===== src/rtl/xgmii_tx_sched.sv =====
// xgmii_tx_sched: frame scheduler for the XGMII TX generator with ARP priority, gap pacing, watchdog and per-second stats.
module xgmii_tx_sched #(
  parameter int MIN_LEN = 64,
  parameter int MAX_LEN = 1518,
  parameter int ARP_LEN = 64,
  parameter int TIMEOUT = 4096
) (
  input  logic        sys_clk,
  input  logic        sys_rst,
  input  logic        sec_tick,
  input  logic        tx_enable,
  input  logic        tx_req_arp,
  input  logic [15:0] tx_frame_len,
  input  logic [31:0] tx_inter_frame_gap,
  output logic        gen_start,
  output logic        gen_sel,
  output logic [15:0] gen_len,
  input  logic        gen_done,
  output logic [31:0] tx_pps,
  output logic [31:0] tx_throughput,
  output logic        tx_busy,
  output logic        tx_timeout
);
  typedef enum logic [1:0] {IDLE, START, WAIT_DONE, GAP} state_t;
  state_t state, state_nx;
  logic arp_q, arp_pending, sel_r;
  logic [15:0] wd, meas_len;
  logic [31:0] gap_cnt, frame_cnt, byte_cnt, frame_inc, byte_inc;
  logic [32:0] byte_sum;
  logic rise, eligible, done, abort, expire, launch, launch_sel, count;
  // the last gap cycle doubles as START so the strobe lands G+1 cycles after gen_done
  always_comb begin
    rise = tx_req_arp & ~arp_q;
    eligible = arp_pending | tx_enable;
    done = state == WAIT_DONE && gen_done;
    abort = state == WAIT_DONE && !gen_done && wd + 16'd1 == 16'(TIMEOUT);
    expire = state == GAP && gap_cnt == 32'd1;
    launch = state == START || (expire && eligible);
    launch_sel = state == START ? sel_r : arp_pending;
    meas_len = tx_frame_len < 16'(MIN_LEN) ? 16'(MIN_LEN) : tx_frame_len > 16'(MAX_LEN) ? 16'(MAX_LEN) : tx_frame_len;
    count = done && !gen_sel;
    frame_inc = count && frame_cnt != '1 ? frame_cnt + 32'd1 : frame_cnt;
    byte_sum = {1'b0, byte_cnt} + {17'd0, gen_len};
    byte_inc = !count ? byte_cnt : byte_sum[32] ? '1 : byte_sum[31:0];
    state_nx = state == IDLE ? (eligible ? START : IDLE)
             : state == START ? WAIT_DONE
             : state == WAIT_DONE ? (done || abort ? GAP : WAIT_DONE)
             : expire ? (eligible ? WAIT_DONE : IDLE) : GAP;
  end
  always_ff @(posedge sys_clk) begin
    if (sys_rst) begin
      state <= IDLE;
      gen_start <= 1'b0;
      gen_sel <= 1'b0;
      gen_len <= '0;
      tx_pps <= '0;
      tx_throughput <= '0;
      tx_busy <= 1'b0;
      tx_timeout <= 1'b0;
      arp_q <= 1'b0;
      arp_pending <= 1'b0;
      sel_r <= 1'b0;
      wd <= '0;
      gap_cnt <= '0;
      frame_cnt <= '0;
      byte_cnt <= '0;
    end else begin
      state <= state_nx;
      tx_busy <= state_nx != IDLE;
      gen_start <= launch;
      arp_q <= tx_req_arp;
      arp_pending <= rise | (arp_pending & ~(launch & launch_sel));
      if (state == IDLE) sel_r <= arp_pending;
      if (launch) begin
        gen_sel <= launch_sel;
        gen_len <= launch_sel ? 16'(ARP_LEN) : meas_len;
      end
      wd <= state == WAIT_DONE ? wd + 16'd1 : 16'd0;
      if (state_nx == GAP && state != GAP) gap_cnt <= tx_inter_frame_gap == '0 ? 32'd1 : tx_inter_frame_gap;
      else if (state == GAP) gap_cnt <= gap_cnt - 32'd1;
      if (abort) tx_timeout <= 1'b1;
      if (sec_tick) begin
        tx_pps <= frame_inc;
        tx_throughput <= byte_inc;
        frame_cnt <= '0;
        byte_cnt <= '0;
      end else begin
        frame_cnt <= frame_inc;
        byte_cnt <= byte_inc;
      end
    end
  end
endmodule


===== config.mk =====
export PLATFORM = sky130hd
export DESIGN_NAME = xgmii_tx_sched
export DESIGN_NICKNAME = d
export VERILOG_FILES = /design/src/rtl/xgmii_tx_sched.sv
export SDC_FILE = /design/constraint.sdc
export NUM_CORES = 1
export LEC_CHECK = 0
export CAP_MARGIN = 20
export CORE_AREA = 2 2 197 199
export CTS_CLUSTER_SIZE = 24
export DETAILED_ROUTE_END_ITERATION = 7
export DIE_AREA = 0 0 199 201
export PLACE_DENSITY_LB_ADDON = 0.2
export SETUP_SLACK_MARGIN = 0.4
export SYNTH_ARGS = -nofsm -noshare
export SYNTH_HDL_FRONTEND = slang
export SYNTH_SLANG_ARGS = --single-unit
export TNS_END_PERCENT = 5

===== constraint.sdc =====
create_clock -name sys_clk -period 3.1 [get_ports sys_clk]
set_input_delay 0.62 -clock sys_clk [delete_from_list [all_inputs] [get_ports sys_clk]]
set_output_delay 0.62 -clock sys_clk [all_outputs]
set_load 0.005 [all_outputs]

==> flow_summary.json, run 1 <==
{
  "rows": 72,
  "swShare": 0.2672,
  "met1_usage": 0.2079,
  "cts_tree": "built",
  "cts_max_level": 1,
  "status": "finished, final reports clean",
  "synth_seq_cells": 201,
  "wl_per_cell_um": 16.43,
  "drv_cap": 0,
  "clkTransAtPathRegs_ps": 70,
  "final_cells": 1892,
  "powerDensity_mw_per_mm2": 524.9,
  "final_cell_mix": "193 x dfxtp_1, 176 x nor2_1, 135 x clkdlybuf4s50_1",
  "period_minus_slack_ps": 2626,
  "routed_wl_um": 31080,
  "place.gp.congestion": 0.8446,
  "required_ps": 3500,
  "ios": 138,
  "synth_nets": 1284,
  "setup_viol_count_final": 0,
  "grt_use_met3": 0.02537,
  "grt_pass1_wl_um": 49400,
  "clockRootBuffer": "clkbuf_16",
  "postLayoutCoreUtil": 0.3493,
  "syn-instance-count": 1209,
  "yosysWarnings": 0,
  "synth-seq-area-share": 0.3996,
  "clock_latency_ps": 530,
  "synthFlopType": "dfxtp_1",
  "cp_max_fo": 8,
  "cts_made_buffers": 25,
  "yosys.area.top_type": "dfxtp_1",
  "critPathKind": "flop to flop",
  "synth_top_area_share": 0.3996,
  "gr-usage-met2": 0.2441,
  "numPortBuffers": 137,
  "dieArea_mm2": 0.04000,
  "worstSetupStartpointType": "flop",
  "vias_per_cell": 5.025,
  "hp-class": "flop to flop",
  "setup_tns_ps": 0,
  "final_common_cell": "dfxtp_1",
  "tightest_slew_ps": 811.7,
  "grt_most_used_layer": "met2",
  "skew_ps": 12.76,
  "grt_pass1_vias": 9080,
  "clkPwrFrac": 0.448,
  "p_int_mw": 5.120,
  "syn_area_per_cell_um2": 8.330,
  "comb_power_share": 0.154,
  "synth_area_mm2": 0.01007,
  "p_switching_mw": 1.867,
  "numClockSinks": 201,
  "hold_viol": 0,
  "cts_buffer_depth": 3,
  "dp_hpwl_um": 21920,
  "die_h_um": 201,
  "track_usage": 0.1516,
  "fin_nets": 1429,
  "leakagePower_nw": 4.781,
  "drc_errors": 0,
  "dp.cells": 1835,
  "relSlewSlack": 0.4589,
  "initial_utilization": 0.2643,
  "netlist-cell-type-count": 82,
  "dr.pass1.iters": 5,
  "drt-initial-drc-count": 694,
  "vias": 9507,
  "antenna_left": 0,
  "max_freq_mhz": 380.8,
  "grt_max_degree": 87,
  "layout-drive-gt1-share": 0.1173,
  "post-route-period-util": 0.8471,
  "syn_to_final_growth_pct": 32.18,
  "arrival_ps": 3030,
  "max-vdd-ir-drop_v": 0.0003458,
  "die_w_um": 199,
  "synth_top_cells_by_area": "dfxtp_1 40%, nor2_1 6.6%, xor2_1 3.8%, a21oi_1 3.4%, a211oi_1 3.1%",
  "end_kind": "flop",
  "antenna_found_initial": 2,
  "rsz0062_at_grt": "yes",
  "grt-ovfl-total": 0,
  "drv_slew": 0,
  "core_region_area_mm2": 0.03811,
  "synthArstFlopShare": 0,
  "pwr-share-seq": 0.399,
  "synth-edff-count": 0
}
## final timing paths
check / endpoint / slack, ps / from / cells after the start
worst max register to register: tx_throughput[27] / 470 / gen_len[0] / 11
worst min-delay path: tx_throughput[5] / 470 / tx_throughput[5] / 2
worst min register to register: tx_throughput[5] / 470 / tx_throughput[5] / 2
worst max-delay path: tx_throughput[27] / 470 / gen_len[0] / 11
## sequential cells by signal (all words and copies together), names as in the netlist
register / count
gen_len: 16
tx_busy: 1
sel_r: 1
gap_cnt: 32
byte_cnt: 32
tx_throughput: 32
arp_q: 1
gen_start: 1
wd: 16
gen_sel: 1
state: 2
tx_pps: 32
tx_timeout: 1
frame_cnt: 32
arp_pending: 1
## cells by family (layout without fill, tap and decap cells)
family                     after synthesis  count (layout)  synth area share
other                                    0               1                 0
and+or+nand+nor                        533             533            0.2715
DFF                                    201             201            0.3996
buffers and inverters                   87             251           0.03441
muxes                                    7               7          0.006958
xor gates and xnor gates                68              68           0.05914
adders and majority gates               21              21           0.02684
AOI/OAI and AO/OA                      292             292            0.2016
## per-stage QoR
step                cell area [µm²]  power (mW)  setup slack [ps]  hold slack [ps]
floorplan                     10070       3.448             507.4            449.0
global placement              12170       3.885             143.0            458.7
detailed placement            12170       3.884             109.4            464.4
CTS                           13100       7.076             325.8            474.9
global route                  13310       7.318             340.5            491.6
finish                        13310       6.987             473.9            468.9
## synth_stat cells (30+ instances only)
cell      instances
nand4_1          30
xor2_1           44
o21ai_0          43
clkbuf_1         54
nor3_1           34
a21oi_1          69
nor2_1          177
nand3_1          42
dfxtp_1         201
and3_1           30
nand2_1          78
a211oi_1         41
## final cells by class
cell class / instances / area (µm²)
Antenna cell: 1 / 2.502
Clock buffer: 30 / 664.4
Clock inverter: 16 / 216.5
Fill cell: 3973 / 24800
Inverter: 19 / 71.32
Multi-Input combinational cell: 921 / 5883
Sequential cell: 201 / 4034
Tap cell: 518 / 648.1
Timing Repair Buffer: 186 / 1792
## power by group through the flow
stage / Clock, mW / Sequential [mW] / Combinational, mW
3_3_place_gp: 0 / 2.84 / 1.05
4_1_cts: 3.24 / 2.78 / 1.05
2_1_floorplan: 0 / 2.81 / 0.636
5_1_grt: 3.34 / 2.80 / 1.18
3_5_place_dp: 0 / 2.84 / 1.04
6_report: 3.13 / 2.78 / 1.07
## critical path: stages (launching register included)
cell	delay (ps)
dfxtp_2	350
ha_1	180
inv_1	60
fa_1	390
nand2b_1	160
a21o_1	200
a21o_1	190
and3_4	230
o21ai_4	140
buf_4	170
nor2_1	50
a2111oi_1	370
## per-layer routing
| metal | part of all wire | wire (µm) | up-vias |
|---|---|---|---|
| met5 | 0.00026 | 8 | - |
| met4 | 0.024 | 742 | 2 |
| met3 | 0.051 | 1580 | 42 |
| met2 | 0.45 | 14010 | 195 |
| met1 | 0.47 | 14740 | 4524 |
| li1 | - | - | 4744 |
## repair_timing
| item | in CTS | in global routing |
|---|---|---|
| setup endpoints to repair | 50 | 95 |
| buffers inserted | 2 | 8 |
| hold buffers | 0 | 0 |
| gates resized for setup | 8 | 40 |
| pin swaps | 1 | 13 |
No activity file was read; power rests on OpenSTA's default activity.
==> inputs of run 2 (changes only) <==
Clock period 3.1 ns to 2.7 ns, I/O delays scaled along.
==> run 2 against run 1 <==
  * Non-clock buffer count rose by 89
  * Fmax grew 3.0%
  * Final area grew 7.5%
  * Combinational power up 24%
  * Clock skew decreased by 1.6 ps
  * Sequential cell count is the same
  * Sequential power rose by 15%
  * Core utilization is 2.6 points higher
  * Sequential share of layout area shrank 2.1 points
  * First-iteration DRC count is 20% lower
  * Critical path depth is 1 higher
  * Critical endpoint is now tx_throughput[24]
  * Largest cell class unchanged
  * Largest power group unchanged
  * Highest routed layer is now met4
==> flow_summary.json, run 2 (same netlist as run 1, synthesis figures left out) <==
{
  "max-vdd-ir-drop_v": 0.0003319,
  "dr.pass1.iters": 5,
  "cts_tree": "built",
  "track_usage": 0.1589,
  "powerDensity_mw_per_mm2": 555.8,
  "leakagePower_nw": 5.264,
  "cts_max_level": 1,
  "core_region_area_mm2": 0.03811,
  "post-route-period-util": 0.9439,
  "grt_max_degree": 81,
  "ios": 138,
  "dp_hpwl_um": 23010,
  "multi_input_area_mm2": 0.006121,
  "n_fill_cell": 3853,
  "antenna_left": 0,
  "drt-initial-drc-count": 556,
  "arrival_ps": 2920,
  "grt_pass1_wl_um": 51780,
  "max_freq_mhz": 392.4,
  "clockRootBuffer": "clkbuf_16",
  "numClockSinks": 201,
  "drv_slew": 0,
  "end_kind": "flop",
  "ff2ff_setup_slack_ps": 150,
  "grt_pass1_vias": 9522,
  "critPathSlowestCell": "dfxtp_2",
  "clock_latency_ps": 510,
  "clkTransAtPathRegs_ps": 60,
  "final_cell_mix": "187 x dfxtp_1, 177 x nor2_1, 135 x clkdlybuf4s50_1",
  "grt-ovfl-total": 0,
  "grt_use_met3": 0.02184,
  "layout-drive-gt1-share": 0.1944,
  "critPathKind": "flop to flop",
  "postLayoutCoreUtil": 0.3755,
  "antenna_found_initial": 0,
  "skew_ps": 11.12,
  "met1_usage": 0.2186,
  "place.gp.congestion": 0.8303,
  "grt_most_used_layer": "met2",
  "required_ps": 3070,
  "seqCellArea_mm2": 0.004041,
  "min_from": "sys_rst",
  "r2r_start": "byte_cnt[0]",
  "numPortBuffers": 137,
  "rsz0062_at_grt": "yes",
  "hold_depth": 2,
  "rows": 72,
  "cts_made_buffers": 25,
  "syn_to_final_growth_pct": 42.08,
  "reg2reg_depth": 12,
  "cts_buffer_depth": 3,
  "gr-usage-met2": 0.2622,
  "timing.critical_path.mode_cell": "a21o_1",
  "die_w_um": 199,
  "reg2reg_to": "tx_throughput[24]",
  "vias_per_cell": 4.993,
  "period_minus_slack_ps": 2548,
  "routed_wl_um": 32500,
  "hold_viol": 0,
  "max_stage_delay_ps": 350,
  "ctsHoldBuffers": 0,
  "initial_utilization": 0.2643,
  "fin_nets": 1518,
  "crit_path_cell_trace": "ha_4, inv_2, fa_2, nand2b_4, a21o_1, a21o_1, and3_4, buf_6, o41ai_4, mux2i_1, buf_4, o22ai_2",
  "cp_max_fo": 5,
  "relSlewSlack": 0.5201,
  "dieArea_mm2": 0.04000,
  "hold_slack_ps": 349.8,
  "hp-class": "primary input to flop",
  "drc_errors": 0,
  "vias": 9887,
  "status": "finished, final reports clean",
  "drv_cap": 0,
  "worstSetupStartpointType": "flop",
  "final_common_cell": "dfxtp_1",
  "tightest_slew_ps": 719.9,
  "setup_viol_count_final": 0,
  "die_h_um": 201,
  "hold_end": "tx_throughput[6]",
  "wl_per_cell_um": 16.41
}
run 2: cell count changes in the layout (fill, tap and decap cells not counted), moves of 4 or more:
cell / before / now
buf_6: 2 / 11
dfxtp_2: 8 / 14
buf_4: 45 / 120
dfxtp_1: 193 / 187
ha_1: 19 / 15
nor4_1: 27 / 23
run 2: worst max-delay path, delay by kind of cell (launching register included):
kind / cells / cell delay, ps
and+or+nand+nor: 2 / 380
DFF: 1 / 350
AOI/OAI and AO/OA: 4 / 660
adders and majority gates: 2 / 480
buffers and inverters: 3 / 320
muxes: 1 / 210
run 2: per-layer routing:
metal  share of wire  up-vias
met5               0        -
met4           0.020        0
met3           0.042       35
met2            0.47      192
met1            0.47     4727
li1                -     4933
run 2: power by group:
part	total, mW	internal, mW	switching, mW
combinational	1.33	0.634	0.701
sequential	3.19	3.08	0.108
clock	3.43	2.09	1.34
total	7.95	5.81	2.14
run 2: repair_timing:
action,4_1_cts,5_1_grt
pin swaps,13,36
endpoints found under the setup margin,121,176
gates cloned,2,0
gates resized for setup,33,64
setup buffers,8,14
run 2: final cells by class:
cell class | count | share of cell area
Clock buffer | 31 | 0.04809
Sequential cell | 201 | 0.2824
Antenna cell | 1 | 0.0001749
Tap cell | 518 | 0.04530
Multi-Input combinational cell | 921 | 0.4278
Inverter | 19 | 0.004984
Clock inverter | 14 | 0.01084
Timing Repair Buffer | 275 | 0.1804
run 2: metrics by stage:
| step | cells | instance area [µm²] | setup slack [ps] | setup TNS, ps | power [mW] |
|---|---|---|---|---|---|
| global route | 1979 | 14310 | 34.51 | 0 | 8.344 |
| floorplan | 1209 | 10140 | 346.8 | 0 | 3.960 |
| detailed placement | 1910 | 12790 | -170.6 | -2019 | 4.533 |
| finish | 1980 | 14310 | 151.5 | 0 | 7.953 |
| global placement | 1910 | 12790 | -137.9 | -1293 | 4.526 |
| CTS | 1965 | 13930 | 149.8 | 0 | 8.025 |
run 2: worst max path at each step:
stage | start | endpoint | slack [ps] | cells past startpoint
after floorplan | wd[0] | gap_cnt[18] | 350 | 9
after global placement | gen_done | tx_pps[6] | -140 | 9
after detailed placement | gen_done | tx_pps[6] | -170 | 9
after CTS | wd[0] | gap_cnt[28] | 150 | 9
after global routing | gen_len[0] | tx_throughput[4] | 30 | 12
final | byte_cnt[0] | tx_throughput[24] | 150 | 12
==> inputs of run 3 (changes only) <==
Settings changed: GPL_ROUTABILITY_DRIVEN set to 0.
==> results of run 3 <==
No change in the layout: final DEF, timing and power equal those of run 2.
